===== config.mk =====
export PLATFORM = sky130hd
export DESIGN_NAME = mem_arbiter_flat
export DESIGN_NICKNAME = d
export VERILOG_FILES = /design/src/rtl/mem_pkg.sv /design/src/rtl/mem_arbiter_if.sv /design/src/rtl/mem_arbiter_rr_pick2.sv /design/src/rtl/mem_arbiter.sv /design/src/flat_wrapper.sv
export SDC_FILE = /design/constraint.sdc
export NUM_CORES = 1
export LEC_CHECK = 0
export CORE_MARGIN = 5
export CORE_UTILIZATION = 31
export DETAILED_ROUTE_END_ITERATION = 7
export PLACE_DENSITY_LB_ADDON = 0.3
export SYNTH_ARGS = -nofsm -noshare
export SYNTH_HDL_FRONTEND = slang
export SYNTH_HIERARCHICAL = 1
export SYNTH_SLANG_ARGS = --single-unit

===== constraint.sdc =====
create_clock -name clock -period 4.5 [get_ports clock]
set_input_delay 0.9 -clock clock [delete_from_list [all_inputs] [get_ports clock]]
set_output_delay 0.9 -clock clock [all_outputs]
set_load 0.01 [all_outputs]

===== src/rtl/mem_pkg.sv =====
// Shared definitions for the two-master Avalon-MM arbiter in front of mem_if.
package mem_pkg;

    localparam int MEM_ADDR_WIDTH = 20;
    localparam int MEM_DATA_WIDTH = 16;
    localparam int MEM_BE_WIDTH   = MEM_DATA_WIDTH / 8;
    localparam int MEM_MAX_LOCK   = 8;

    typedef enum logic [1:0] {
        ARB_IDLE = 2'd0,
        ARB_GNT0 = 2'd1,
        ARB_GNT1 = 2'd2
    } arb_state_e;

    function automatic logic [1:0] grant_of(arb_state_e st);
        case (st)
            ARB_GNT0: return 2'b01;
            ARB_GNT1: return 2'b10;
            default:  return 2'b00;
        endcase
    endfunction

endpackage


===== src/rtl/mem_arbiter_if.sv =====
// Avalon-MM port bundle plus a lock request; master drives the command side.
interface mem_arbiter_if
    import mem_pkg::*;
#(
    parameter int ADDR_WIDTH = MEM_ADDR_WIDTH,
    parameter int DATA_WIDTH = MEM_DATA_WIDTH,
    parameter int BE_WIDTH   = MEM_BE_WIDTH
);

    logic [ADDR_WIDTH-1:0] address;
    logic [BE_WIDTH-1:0]   byteenable;
    logic                  read;
    logic                  write;
    logic [DATA_WIDTH-1:0] writedata;
    logic                  lock;
    logic [DATA_WIDTH-1:0] readdata;
    logic                  waitrequest;

    modport master (
        output address, byteenable, read, write, writedata, lock,
        input  readdata, waitrequest
    );

    modport slave (
        input  address, byteenable, read, write, writedata, lock,
        output readdata, waitrequest
    );

endinterface


===== src/rtl/mem_arbiter_rr_pick2.sv =====
// Two-way round-robin selector: on contention the requester that was not served last wins.
module rr_pick2 (
    input  logic [1:0] req,
    input  logic       last,
    output logic       winner,
    output logic       valid
);

    always_comb begin
        valid = |req;
        if (&req) begin
            winner = ~last;
        end else begin
            winner = req[1];
        end
    end

endmodule


===== src/rtl/mem_arbiter.sv =====
// Round-robin arbiter with bounded per-master lock, muxing two Avalon-MM masters onto mem_if.
module mem_arbiter
    import mem_pkg::*;
#(
    parameter int ADDR_WIDTH = MEM_ADDR_WIDTH,
    parameter int DATA_WIDTH = MEM_DATA_WIDTH,
    parameter int BE_WIDTH   = DATA_WIDTH / 8,
    parameter int MAX_LOCK   = MEM_MAX_LOCK
) (
    input  logic          clock,
    input  logic          reset_n,
    mem_arbiter_if.slave  m0,
    mem_arbiter_if.slave  m1,
    mem_arbiter_if.master s,
    output logic [1:0]    grant
);

    localparam logic [7:0] LOCK_LAST = 8'(MAX_LOCK - 1);

    arb_state_e state_q, state_d;
    logic       last_q, last_d;
    logic [7:0] lock_cnt_q, lock_cnt_d;

    logic [1:0] req;
    logic       pick_winner, pick_valid;
    logic       granted, gidx, req_g, req_o, lock_g, done;
    arb_state_e other_state;

    logic [ADDR_WIDTH-1:0] sel_address;
    logic [BE_WIDTH-1:0]   sel_byteenable;
    logic [DATA_WIDTH-1:0] sel_writedata;
    logic                  sel_read, sel_write, sel_lock;
    logic                  m0_wait, m1_wait;

    assign req = {m1.read | m1.write, m0.read | m0.write};

    rr_pick2 u_pick (
        .req    (req),
        .last   (last_q),
        .winner (pick_winner),
        .valid  (pick_valid)
    );

    always_comb begin
        granted     = (state_q == ARB_GNT0) || (state_q == ARB_GNT1);
        gidx        = (state_q == ARB_GNT1);
        req_g       = req[gidx];
        req_o       = req[~gidx];
        lock_g      = gidx ? m1.lock : m0.lock;
        done        = granted && req_g && !s.waitrequest;
        other_state = gidx ? ARB_GNT0 : ARB_GNT1;
    end

    always_comb begin
        state_d    = state_q;
        last_d     = last_q;
        lock_cnt_d = lock_cnt_q;
        case (state_q)
            ARB_IDLE: begin
                if (pick_valid) begin
                    state_d    = pick_winner ? ARB_GNT1 : ARB_GNT0;
                    lock_cnt_d = '0;
                end
            end
            ARB_GNT0, ARB_GNT1: begin
                if (done) begin
                    last_d = gidx;
                    if (lock_g && (lock_cnt_q < LOCK_LAST)) begin
                        lock_cnt_d = lock_cnt_q + 8'd1;
                    end else begin
                        lock_cnt_d = '0;
                        if (req_o) begin
                            state_d = other_state;
                        end else if (!req_g) begin
                            state_d = ARB_IDLE;
                        end
                    end
                end else if (!req_g) begin
                    // Locked grant with nothing pending: lock_cnt counts the other side's wait.
                    if (!lock_g) begin
                        state_d    = ARB_IDLE;
                        lock_cnt_d = '0;
                    end else if (req_o) begin
                        if (lock_cnt_q >= LOCK_LAST) begin
                            state_d    = other_state;
                            lock_cnt_d = '0;
                        end else begin
                            lock_cnt_d = lock_cnt_q + 8'd1;
                        end
                    end
                end
            end
            default: begin
                state_d    = ARB_IDLE;
                lock_cnt_d = '0;
            end
        endcase
    end

    always_ff @(posedge clock or negedge reset_n) begin
        if (!reset_n) begin
            state_q    <= ARB_IDLE;
            last_q     <= 1'b1;
            lock_cnt_q <= '0;
        end else begin
            state_q    <= state_d;
            last_q     <= last_d;
            lock_cnt_q <= lock_cnt_d;
        end
    end

    // Slave side is purely combinational from state so reset drops it immediately.
    always_comb begin
        sel_address    = '0;
        sel_byteenable = '0;
        sel_writedata  = '0;
        sel_read       = 1'b0;
        sel_write      = 1'b0;
        sel_lock       = 1'b0;
        m0_wait        = 1'b1;
        m1_wait        = 1'b1;
        case (state_q)
            ARB_GNT0: begin
                sel_address    = m0.address;
                sel_byteenable = m0.byteenable;
                sel_writedata  = m0.writedata;
                sel_read       = m0.read & ~m0.write;
                sel_write      = m0.write;
                sel_lock       = m0.lock;
                m0_wait        = s.waitrequest;
            end
            ARB_GNT1: begin
                sel_address    = m1.address;
                sel_byteenable = m1.byteenable;
                sel_writedata  = m1.writedata;
                sel_read       = m1.read & ~m1.write;
                sel_write      = m1.write;
                sel_lock       = m1.lock;
                m1_wait        = s.waitrequest;
            end
            default: ;
        endcase
    end

    assign s.address      = sel_address;
    assign s.byteenable   = sel_byteenable;
    assign s.writedata    = sel_writedata;
    assign s.read         = sel_read;
    assign s.write        = sel_write;
    assign s.lock         = sel_lock;
    assign m0.waitrequest = m0_wait;
    assign m1.waitrequest = m1_wait;
    assign m0.readdata    = s.readdata;
    assign m1.readdata    = s.readdata;
    assign grant          = grant_of(state_q);

endmodule


===== src/flat_wrapper.sv =====
// flat-port wrapper written by rule: the top's interface ports become plain ports
module mem_arbiter_flat import mem_pkg::*;
#(
    parameter int ADDR_WIDTH = MEM_ADDR_WIDTH,
    parameter int DATA_WIDTH = MEM_DATA_WIDTH,
    parameter int BE_WIDTH   = DATA_WIDTH / 8,
    parameter int MAX_LOCK   = MEM_MAX_LOCK
)
  (clock, reset_n, grant, m0_address, m0_byteenable, m0_read, m0_write, m0_writedata, m0_lock, m0_readdata, m0_waitrequest, m1_address, m1_byteenable, m1_read, m1_write, m1_writedata, m1_lock, m1_readdata, m1_waitrequest, s_address, s_byteenable, s_read, s_write, s_writedata, s_lock, s_readdata, s_waitrequest);
  mem_arbiter_if #(.ADDR_WIDTH(ADDR_WIDTH), .DATA_WIDTH(DATA_WIDTH), .BE_WIDTH(BE_WIDTH)) m0_i ();
  mem_arbiter_if #(.ADDR_WIDTH(ADDR_WIDTH), .DATA_WIDTH(DATA_WIDTH), .BE_WIDTH(BE_WIDTH)) m1_i ();
  mem_arbiter_if #(.ADDR_WIDTH(ADDR_WIDTH), .DATA_WIDTH(DATA_WIDTH), .BE_WIDTH(BE_WIDTH)) s_i ();
  input  logic clock;
  input  logic reset_n;
  output logic [1:0] grant;
  input wire logic [$bits(m0_i.address)-1:0] m0_address;
  input wire logic [$bits(m0_i.byteenable)-1:0] m0_byteenable;
  input wire logic [$bits(m0_i.read)-1:0] m0_read;
  input wire logic [$bits(m0_i.write)-1:0] m0_write;
  input wire logic [$bits(m0_i.writedata)-1:0] m0_writedata;
  input wire logic [$bits(m0_i.lock)-1:0] m0_lock;
  output wire logic [$bits(m0_i.readdata)-1:0] m0_readdata;
  output wire logic [$bits(m0_i.waitrequest)-1:0] m0_waitrequest;
  input wire logic [$bits(m1_i.address)-1:0] m1_address;
  input wire logic [$bits(m1_i.byteenable)-1:0] m1_byteenable;
  input wire logic [$bits(m1_i.read)-1:0] m1_read;
  input wire logic [$bits(m1_i.write)-1:0] m1_write;
  input wire logic [$bits(m1_i.writedata)-1:0] m1_writedata;
  input wire logic [$bits(m1_i.lock)-1:0] m1_lock;
  output wire logic [$bits(m1_i.readdata)-1:0] m1_readdata;
  output wire logic [$bits(m1_i.waitrequest)-1:0] m1_waitrequest;
  output wire logic [$bits(s_i.address)-1:0] s_address;
  output wire logic [$bits(s_i.byteenable)-1:0] s_byteenable;
  output wire logic [$bits(s_i.read)-1:0] s_read;
  output wire logic [$bits(s_i.write)-1:0] s_write;
  output wire logic [$bits(s_i.writedata)-1:0] s_writedata;
  output wire logic [$bits(s_i.lock)-1:0] s_lock;
  input wire logic [$bits(s_i.readdata)-1:0] s_readdata;
  input wire logic [$bits(s_i.waitrequest)-1:0] s_waitrequest;
  assign m0_i.address = m0_address;
  assign m0_i.byteenable = m0_byteenable;
  assign m0_i.read = m0_read;
  assign m0_i.write = m0_write;
  assign m0_i.writedata = m0_writedata;
  assign m0_i.lock = m0_lock;
  assign m0_readdata = m0_i.readdata;
  assign m0_waitrequest = m0_i.waitrequest;
  assign m1_i.address = m1_address;
  assign m1_i.byteenable = m1_byteenable;
  assign m1_i.read = m1_read;
  assign m1_i.write = m1_write;
  assign m1_i.writedata = m1_writedata;
  assign m1_i.lock = m1_lock;
  assign m1_readdata = m1_i.readdata;
  assign m1_waitrequest = m1_i.waitrequest;
  assign s_address = s_i.address;
  assign s_byteenable = s_i.byteenable;
  assign s_read = s_i.read;
  assign s_write = s_i.write;
  assign s_writedata = s_i.writedata;
  assign s_lock = s_i.lock;
  assign s_i.readdata = s_readdata;
  assign s_i.waitrequest = s_waitrequest;
  mem_arbiter #(.ADDR_WIDTH(ADDR_WIDTH), .DATA_WIDTH(DATA_WIDTH), .BE_WIDTH(BE_WIDTH), .MAX_LOCK(MAX_LOCK)) u_core (.clock(clock), .reset_n(reset_n), .m0(m0_i), .m1(m1_i), .s(s_i), .grant(grant));
endmodule

==> impl_metrics.xml, run 1 <==
<?xml version="1.0" encoding="UTF-8"?>
<metrics>
  <group name="placed_design">
    <metric name="numPlacedInstances" unit="">362</metric>
    <metric name="place.gp.congestion" unit="">0.7558</metric>
    <metric name="place_hpwl" unit="um">5040</metric>
    <metric name="placed_area" unit="mm^2">0.002719</metric>
    <metric name="i_o_buffers" unit="">129</metric>
  </group>
  <group name="min_path">
    <metric name="min-delay-path-class" unit="">register to register</metric>
  </group>
  <group name="synthesis">
    <metric name="post_synth_most_frequent_cells" unit="">43 x sky130_fd_sc_hd__nor2b_1, 40 x sky130_fd_sc_hd__a22oi_1, 33 x sky130_fd_sc_hd__buf_4</metric>
    <metric name="syn-instance-count" unit="">210</metric>
    <metric name="yosys_most_used_dff" unit="">sky130_fd_sc_hd__dfrtp_1</metric>
    <metric name="yosysSeqAreaShare" unit="">0.1687</metric>
    <metric name="async_reset_ff_frac" unit="">1.000</metric>
    <metric name="netlist-cell-type-count" unit="">39</metric>
    <metric name="yosys_register_bits" unit="">11</metric>
    <metric name="mean_syn_cell_area" unit="um^2">7.805</metric>
    <metric name="yosys.cell_count.top_type" unit="">sky130_fd_sc_hd__nor2b_1</metric>
    <metric name="yosys-top-cells-area" unit="">sky130_fd_sc_hd__a22oi_1 18%, sky130_fd_sc_hd__nor2b_1 16%, sky130_fd_sc_hd__dfrtp_1 15%</metric>
    <metric name="synth_top_area_cell" unit="">sky130_fd_sc_hd__a22oi_1</metric>
    <metric name="yosys_warnings" unit="">6</metric>
    <metric name="mappedNetlistNets" unit="">317</metric>
    <metric name="synth-edff-count" unit="">0</metric>
    <metric name="yosysTopAreaCellShare" unit="">0.1832</metric>
    <metric name="post_synth_instance_area" unit="mm^2">0.001639</metric>
  </group>
  <group name="final_layout">
    <metric name="layout.cell_area.non_filler" unit="mm^2">0.002765</metric>
    <metric name="layoutNonFillerInstCount" unit="">366</metric>
    <metric name="final_core_util" unit="">0.5414</metric>
    <metric name="nFillCells" unit="">519</metric>
    <metric name="antenna_cells" unit="">0</metric>
    <metric name="finish.net_count" unit="">404</metric>
    <metric name="syn_to_final_growth" unit="%">68.70</metric>
    <metric name="post_route_cells_drive_above_1_share" unit="">0.05068</metric>
  </group>
  <group name="sta">
    <metric name="clock-skew-final" unit="ns">0.0005263</metric>
    <metric name="worstMarginPinSlew" unit="ns">1.115</metric>
    <metric name="fmax" unit="MHz">280.4</metric>
    <metric name="period_share" unit="">0.7924</metric>
    <metric name="timing.final.max_slew_violations" unit="">0</metric>
    <metric name="layout_min_cycle_time" unit="ns">3.566</metric>
    <metric name="setup_viol" unit="">0</metric>
    <metric name="finalHoldViolations" unit="">0</metric>
    <metric name="totalNegativeSetupSlack" unit="ns">0</metric>
    <metric name="timing.max_slew.rel_slack" unit="">0.2570</metric>
    <metric name="rsz_0062_raised_after_global_routing" unit="">false</metric>
  </group>
  <group name="worst_setup_path">
    <metric name="cp_slowest_cell" unit="">sky130_fd_sc_hd__ha_2</metric>
    <metric name="worstPathCellList" unit="">inv_1 &gt; ha_2 &gt; a22oi_1 &gt; nor2b_1 &gt; clkdlybuf4s50_1</metric>
    <metric name="critical_path.max_stage_delay" unit="ns">0.86</metric>
    <metric name="critPathMaxFanout" unit="">52</metric>
    <metric name="critPathKind" unit="">register to output port</metric>
    <metric name="crit_arrival" unit="ns">2.67</metric>
    <metric name="critical_path_launch_point_type" unit="">register</metric>
    <metric name="required" unit="ns">3.60</metric>
    <metric name="cp-end-kind" unit="">output port</metric>
  </group>
  <group name="cts">
    <metric name="tritoncts" unit="">yes</metric>
    <metric name="total_of_hold_buffers_inserted_after_clock_tree_synthesis" unit="">0</metric>
    <metric name="clock_tree.buffer_depth" unit="">2</metric>
    <metric name="cts-buffers-inserted" unit="">3</metric>
    <metric name="clk_pin_slew" unit="ns">0.05</metric>
    <metric name="postCtsSetupRepairBufs" unit="">0</metric>
    <metric name="htreeDepth" unit="">1</metric>
    <metric name="cts.sink_count" unit="">11</metric>
    <metric name="clock-root-buffer" unit="">sky130_fd_sc_hd__clkbuf_8</metric>
    <metric name="clock_insertion_delay_worst_skew" unit="ns">0.24</metric>
    <metric name="post_cts.resized_instances" unit="">0</metric>
  </group>
  <group name="route">
    <metric name="post_drt_wl_per_cell" unit="um">17.13</metric>
    <metric name="drtAntennaViolNets" unit="">0</metric>
    <metric name="detail_routed_via_count_per_cell" unit="">4.915</metric>
    <metric name="drt-pass1-iter-count" unit="">4</metric>
    <metric name="finalWirelength" unit="um">6269</metric>
    <metric name="detail_route.drc_violations" unit="">0</metric>
    <metric name="dr.first_iter.drc_count" unit="">76</metric>
    <metric name="dr_total_vias" unit="">1799</metric>
  </group>
  <group name="floorplanning">
    <metric name="area_enclosed_by_the_die_boundary" unit="mm^2">0.006842</metric>
    <metric name="chipWidth" unit="um">82.72</metric>
    <metric name="number_of_cell_rows" unit="">26</metric>
    <metric name="design.portCount" unit="">178</metric>
    <metric name="floorplan.initialDensity" unit="">0.3209</metric>
    <metric name="design.core.area" unit="mm^2">0.005107</metric>
    <metric name="die_h" unit="um">82.72</metric>
  </group>
  <group name="job">
    <metric name="drv_cap" unit="">0</metric>
  </group>
  <group name="global_routing">
    <metric name="grt_pass1_wl" unit="um">8894</metric>
    <metric name="global_route.usage.total" unit="">0.1660</metric>
    <metric name="global_route.overflow_total" unit="">0</metric>
    <metric name="grt_start_max_net_pins" unit="">53</metric>
    <metric name="antenna_violations_before_repair" unit="">0</metric>
    <metric name="first_global_vias" unit="">1703</metric>
  </group>
  <group name="pwr">
    <metric name="pwr_density_cell" unit="mW/mm^2">475.2</metric>
    <metric name="worst_ir_drop_vdd" unit="mV">0.4603</metric>
    <metric name="leakagePower" unit="uW">0.0009838</metric>
    <metric name="p_total" unit="uW">1314</metric>
  </group>
  <group name="status">
    <metric name="run_status" unit="">complete, no violations</metric>
  </group>
</metrics>
## cell families after synthesis
logic type,after synthesis,share of synthesized area
multiplexers,5,0.04122
adder cells (fa/ha/maj),6,0.04580
flip-flops,11,0.1687
AND/OR/NAND/NOR,75,0.2641
buffers and inverters,54,0.2046
AO/OA/AOI/OAI,59,0.2756
## power by group
group | leakage (uW) | total [uW] | switching [uW] | internal [uW]
Clock | 0.0000255 | 98.0 | 37.2 | 60.8
Combinational | 0.000812 | 1080 | 497 | 581
Sequential | 0.000146 | 138 | 17.9 | 120
Total | 0.000984 | 1310 | 552 | 762
## layout by cell type, fill, tap and decap left out, drive strengths merged, types with 2 or more instances in the layout
cell type      netlist  routed
dfrtp               10      10
a31oi                3       3
a22oi               40      40
mux2                 4       4
nand3                3       3
inv                  5       5
clkbuf              14       3
buf                 35       2
a21boi               2       2
nor2                10      10
a41oi                2       2
and2                 2       2
nand2b               3       3
a21oi                5       5
ha                   6       6
clkdlybuf4s50        0     129
nand2                6       6
nor2b               44      44
## state kept, by name, indices dropped and copies added (netlist names)
signal	cells
u_core/lock_cnt_q	8
u_core/state_q	2
u_core/last_q	1
## metal layers
metal	part of all wire	up-vias	GRT usage
met1	0.35	812	0.1835
met2	0.50	92	0.2957
met4	0.022	0	0.05882
met3	0.12	11	0.05423
met5	0	-	0
li1	-	884	-
## final cells by class
class,count,area [um^2],share of cell area
flip-flops and latches,11,276.5,0.1000
clock buffers,3,41.29,0.01493
multi-input cells,145,1030,0.3724
clock inverters,1,5.005,0.001810
inverters,5,18.77,0.006787
well taps,70,87.58,0.03167
repair buffers,131,1306,0.4724
## worst paths after layout
path / start / endpoint / slack (ns) / cells past startpoint
hold reg to reg: u_core/lock_cnt_q[5]$_DFFE_PN0P_ / u_core/lock_cnt_q[5]$_DFFE_PN0P_ / 0.52 / 1
min in group asynchronous: reset_n / u_core/lock_cnt_q[0]$_DFFE_PN0P_ / 0.99 / 1
hold / removal: u_core/lock_cnt_q[5]$_DFFE_PN0P_ / u_core/lock_cnt_q[5]$_DFFE_PN0P_ / 0.52 / 1
setup / recovery: u_core/state_q[0]$_DFFE_PN0P_ / s_write / 0.93 / 5
max in group asynchronous: reset_n / u_core/last_q$_DFFE_PN1P_ / 3.15 / 1
setup reg to reg: u_core/state_q[0]$_DFFE_PN0P_ / u_core/state_q[0]$_DFFE_PN0P_ / 1.33 / 7
## critical path, delay by kind of cell (launching register included)
family	cells	cell delay [ns]
fa+ha+maj	1	0.86
buf+inv	2	0.65
flops	1	0.42
compound gates	1	0.28
simple gates	1	0.18
## through the flow
stage,hold slack [ns],worst slack [ns]
3_3_place_gp,0.4944,1.192
2_1_floorplan,0.4773,1.916
6_report,0.5227,0.9341
4_1_cts,0.5279,0.9224
5_1_grt,0.5549,0.7101
3_5_place_dp,0.5095,1.172
(Power assumes the default switching activity.)
==> run 2: changes to the inputs <==
--- a/config.mk
+++ b/config.mk
@@ -6,7 +6,7 @@
 export NUM_CORES = 1
 export LEC_CHECK = 0
 export CORE_MARGIN = 5
-export CORE_UTILIZATION = 31
+export CORE_UTILIZATION = 29
 export DETAILED_ROUTE_END_ITERATION = 7
 export PLACE_DENSITY_LB_ADDON = 0.3
 export SYNTH_ARGS = -nofsm -noshare
==> constraint.sdc (replaced) <==
create_clock -name clock -period 3.71 [get_ports clock]
set_input_delay 0.742 -clock clock [delete_from_list [all_inputs] [get_ports clock]]
set_output_delay 0.742 -clock clock [all_outputs]
set_load 0.01 [all_outputs]
==> run 2 against run 1 <==
Sequential share of layout area down 0.058 points. Clock-buffer cell count up 1. Register-to-register slack worse by 0.60 ns. Total power up 22%. Sequential cell count unchanged. Die area up 6.0%. Highest routed layer unchanged.
==> impl_metrics.xml, run 2 (synthesis results as in run 1) <==
<?xml version="1.0" encoding="UTF-8"?>
<metrics>
  <group name="status">
    <metric name="run_status" unit="">complete, no violations</metric>
  </group>
  <group name="global_routing">
    <metric name="antenna_violations_before_repair" unit="">0</metric>
    <metric name="grt_start_max_net_pins" unit="">48</metric>
    <metric name="global_route.usage.total" unit="">0.1585</metric>
    <metric name="global_route.overflow_total" unit="">0</metric>
    <metric name="first_global_vias" unit="">1749</metric>
    <metric name="grt_pass1_wl" unit="um">9528</metric>
  </group>
  <group name="cts">
    <metric name="total_of_hold_buffers_inserted_after_clock_tree_synthesis" unit="">0</metric>
    <metric name="cts.sink_count" unit="">11</metric>
    <metric name="clk_pin_slew" unit="ns">0.05</metric>
    <metric name="postCtsSetupRepairBufs" unit="">0</metric>
    <metric name="tritoncts" unit="">yes</metric>
    <metric name="htreeDepth" unit="">1</metric>
    <metric name="post_cts.resized_instances" unit="">0</metric>
    <metric name="clock_insertion_delay_worst_skew" unit="ns">0.24</metric>
    <metric name="clock_tree.buffer_depth" unit="">2</metric>
    <metric name="cts-buffers-inserted" unit="">3</metric>
    <metric name="clock-root-buffer" unit="">sky130_fd_sc_hd__clkbuf_8</metric>
  </group>
  <group name="floorplanning">
    <metric name="die_h" unit="um">85.18</metric>
    <metric name="design.core.area" unit="mm^2">0.005507</metric>
    <metric name="floorplan.initialDensity" unit="">0.2977</metric>
    <metric name="design.portCount" unit="">178</metric>
    <metric name="chipWidth" unit="um">85.18</metric>
    <metric name="number_of_cell_rows" unit="">27</metric>
    <metric name="area_enclosed_by_the_die_boundary" unit="mm^2">0.007256</metric>
  </group>
  <group name="worst_setup_path">
    <metric name="ff2ff_path_depth" unit="">8</metric>
    <metric name="regToRegEndpoint" unit="">u_core/state_q[1]$_DFFE_PN0P_</metric>
    <metric name="critPathKind" unit="">register to output port</metric>
    <metric name="crit_arrival" unit="ns">2.41</metric>
    <metric name="critical_path_launch_point_type" unit="">register</metric>
    <metric name="path_delay_family" unit="">buffers and inverters</metric>
    <metric name="critPathMaxFanout" unit="">26</metric>
    <metric name="cp_slowest_cell" unit="">sky130_fd_sc_hd__clkdlybuf4s50_1</metric>
    <metric name="setup.reg_to_reg.worst_slack" unit="ns">0.73</metric>
    <metric name="cp_num_buf_inv" unit="">3</metric>
    <metric name="cp-end-kind" unit="">output port</metric>
    <metric name="worstPathCellList" unit="">inv_1 &gt; ha_2 &gt; buf_4 &gt; a22oi_1 &gt; nor2b_1 &gt; clkdlybuf4s50_1</metric>
    <metric name="worstReg2RegStart" unit="">u_core/state_q[0]$_DFFE_PN0P_</metric>
    <metric name="critical_path.max_stage_delay" unit="ns">0.55</metric>
    <metric name="required" unit="ns">2.97</metric>
  </group>
  <group name="placed_design">
    <metric name="place.gp.congestion" unit="">0.7757</metric>
    <metric name="placement.setup.worst_slack" unit="ns">0.7336</metric>
    <metric name="i_o_buffers" unit="">129</metric>
    <metric name="place_hpwl" unit="um">4958</metric>
  </group>
  <group name="final_layout">
    <metric name="finish.net_count" unit="">406</metric>
    <metric name="final_common_cell" unit="">sky130_fd_sc_hd__clkdlybuf4s50_1</metric>
    <metric name="largest-register" unit="">u_core/lock_cnt_q</metric>
    <metric name="layout.cells.most_common_list" unit="">129 x sky130_fd_sc_hd__clkdlybuf4s50_1, 43 x sky130_fd_sc_hd__nor2b_1, 40 x sky130_fd_sc_hd__a22oi_1</metric>
    <metric name="biggestRegsByFlops" unit="">u_core/lock_cnt_q x8, u_core/state_q x2, u_core/last_q x1</metric>
    <metric name="final_core_util" unit="">0.5051</metric>
    <metric name="number_of_flip_flops_under_the_largest_register_name" unit="">8</metric>
    <metric name="post_route_cells_drive_above_1_share" unit="">0.05369</metric>
    <metric name="antenna_cells" unit="">0</metric>
    <metric name="syn_to_final_growth" unit="%">69.69</metric>
  </group>
  <group name="sta">
    <metric name="setup_slack" unit="ns">0.5612</metric>
    <metric name="totalNegativeSetupSlack" unit="ns">0</metric>
    <metric name="timing.final.max_slew_violations" unit="">0</metric>
    <metric name="worstMarginPinSlew" unit="ns">0.5203</metric>
    <metric name="clock-skew-final" unit="ns">0.0003651</metric>
    <metric name="rsz_0062_raised_after_global_routing" unit="">false</metric>
    <metric name="finalHoldViolations" unit="">0</metric>
    <metric name="timing.max_slew.rel_slack" unit="">0.6531</metric>
    <metric name="layout_min_cycle_time" unit="ns">3.149</metric>
    <metric name="setup_viol" unit="">0</metric>
    <metric name="fmax" unit="MHz">317.6</metric>
    <metric name="period_share" unit="">0.8487</metric>
    <metric name="fin_worst_hold_slack" unit="ns">0.5174</metric>
  </group>
  <group name="route">
    <metric name="detail_route.drc_violations" unit="">0</metric>
    <metric name="detail_routed_via_count_per_cell" unit="">4.995</metric>
    <metric name="dr.first_iter.drc_count" unit="">83</metric>
    <metric name="dr_total_vias" unit="">1848</metric>
    <metric name="drtAntennaViolNets" unit="">0</metric>
    <metric name="finalWirelength" unit="um">6217</metric>
    <metric name="post_drt_wl_per_cell" unit="um">16.80</metric>
    <metric name="drt-pass1-iter-count" unit="">4</metric>
  </group>
  <group name="pwr">
    <metric name="comb_power_share" unit="">0.822</metric>
    <metric name="intPower" unit="uW">929.6</metric>
    <metric name="power.sequential.fraction" unit="">0.105</metric>
    <metric name="pwr_density_cell" unit="mW/mm^2">578.0</metric>
    <metric name="p_total" unit="uW">1608</metric>
    <metric name="leakagePower" unit="uW">0.0009908</metric>
    <metric name="switching_power_as_a_share_of_total_power" unit="">0.4217</metric>
    <metric name="worst_ir_drop_vdd" unit="mV">0.3333</metric>
    <metric name="power.clock.fraction" unit="">0.074</metric>
    <metric name="switching_power" unit="uW">678.0</metric>
  </group>
  <group name="job">
    <metric name="drv_cap" unit="">0</metric>
  </group>
  <group name="min_path">
    <metric name="timing.hold.worst_endpoint" unit="">u_core/lock_cnt_q[7]$_DFFE_PN0P_</metric>
    <metric name="min-delay-path-class" unit="">register to register</metric>
    <metric name="min_path_cells" unit="">2</metric>
    <metric name="min_from" unit="">u_core/lock_cnt_q[7]$_DFFE_PN0P_</metric>
  </group>
</metrics>
run 2: worst max-delay path by stage:
stage / from / depth (start not counted) / end
3_5_place_dp: u_core/state_q[0]$_DFFE_PN0P_ / 8 / u_core/state_q[1]$_DFFE_PN0P_
2_1_floorplan: u_core/state_q[0]$_DFFE_PN0P_ / 8 / s_read
4_1_cts: u_core/state_q[0]$_DFFE_PN0P_ / 6 / s_lock
5_1_grt: u_core/state_q[0]$_DFFE_PN0P_ / 6 / s_lock
6_report: u_core/state_q[0]$_DFFE_PN0P_ / 6 / s_address[3]
3_3_place_gp: m1_read / 5 / s_read
run 2: per-layer routing:
layer	track usage	up-vias	share of wire
met5	0	-	0
met4	0.02014	0	0.0043
met3	0.04757	7	0.081
met2	0.2768	86	0.50
met1	0.1966	869	0.41
li1	-	886	-
run 2: power by group through the flow:
| stage | Combinational, uW | Clock, uW | Sequential [uW] |
|---|---|---|---|
| floorplan | 812 | 0 | 164 |
| global placement | 1320 | 0 | 169 |
| detailed placement | 1330 | 0 | 170 |
| CTS | 1340 | 123 | 168 |
| global route | 1440 | 129 | 172 |
| finish | 1320 | 119 | 168 |
run 2: metrics by stage:
step	instance area [um^2]	instances
after floorplan	1639	210
after global placement	2736	366
after detailed placement	2736	366
after CTS	2781	370
after global routing	2781	370
final	2781	370
run 2: cell type report:
type | instances | area (um^2)
flip-flops and latches | 11 | 276.5
repair buffers | 133 | 1321
multi-input cells | 145 | 1030
inverters | 5 | 18.77
well taps | 72 | 90.09
clock buffers | 4 | 45.04
fillers | 528 | 2725
run 2: worst min-delay path, delay by kind of cell (launching register included):
family | cells | cell delay (ns)
DFF | 1 | 0.35
and+or+nand+nor | 1 | 0.09
AOI/OAI and AO/OA | 1 | 0.04
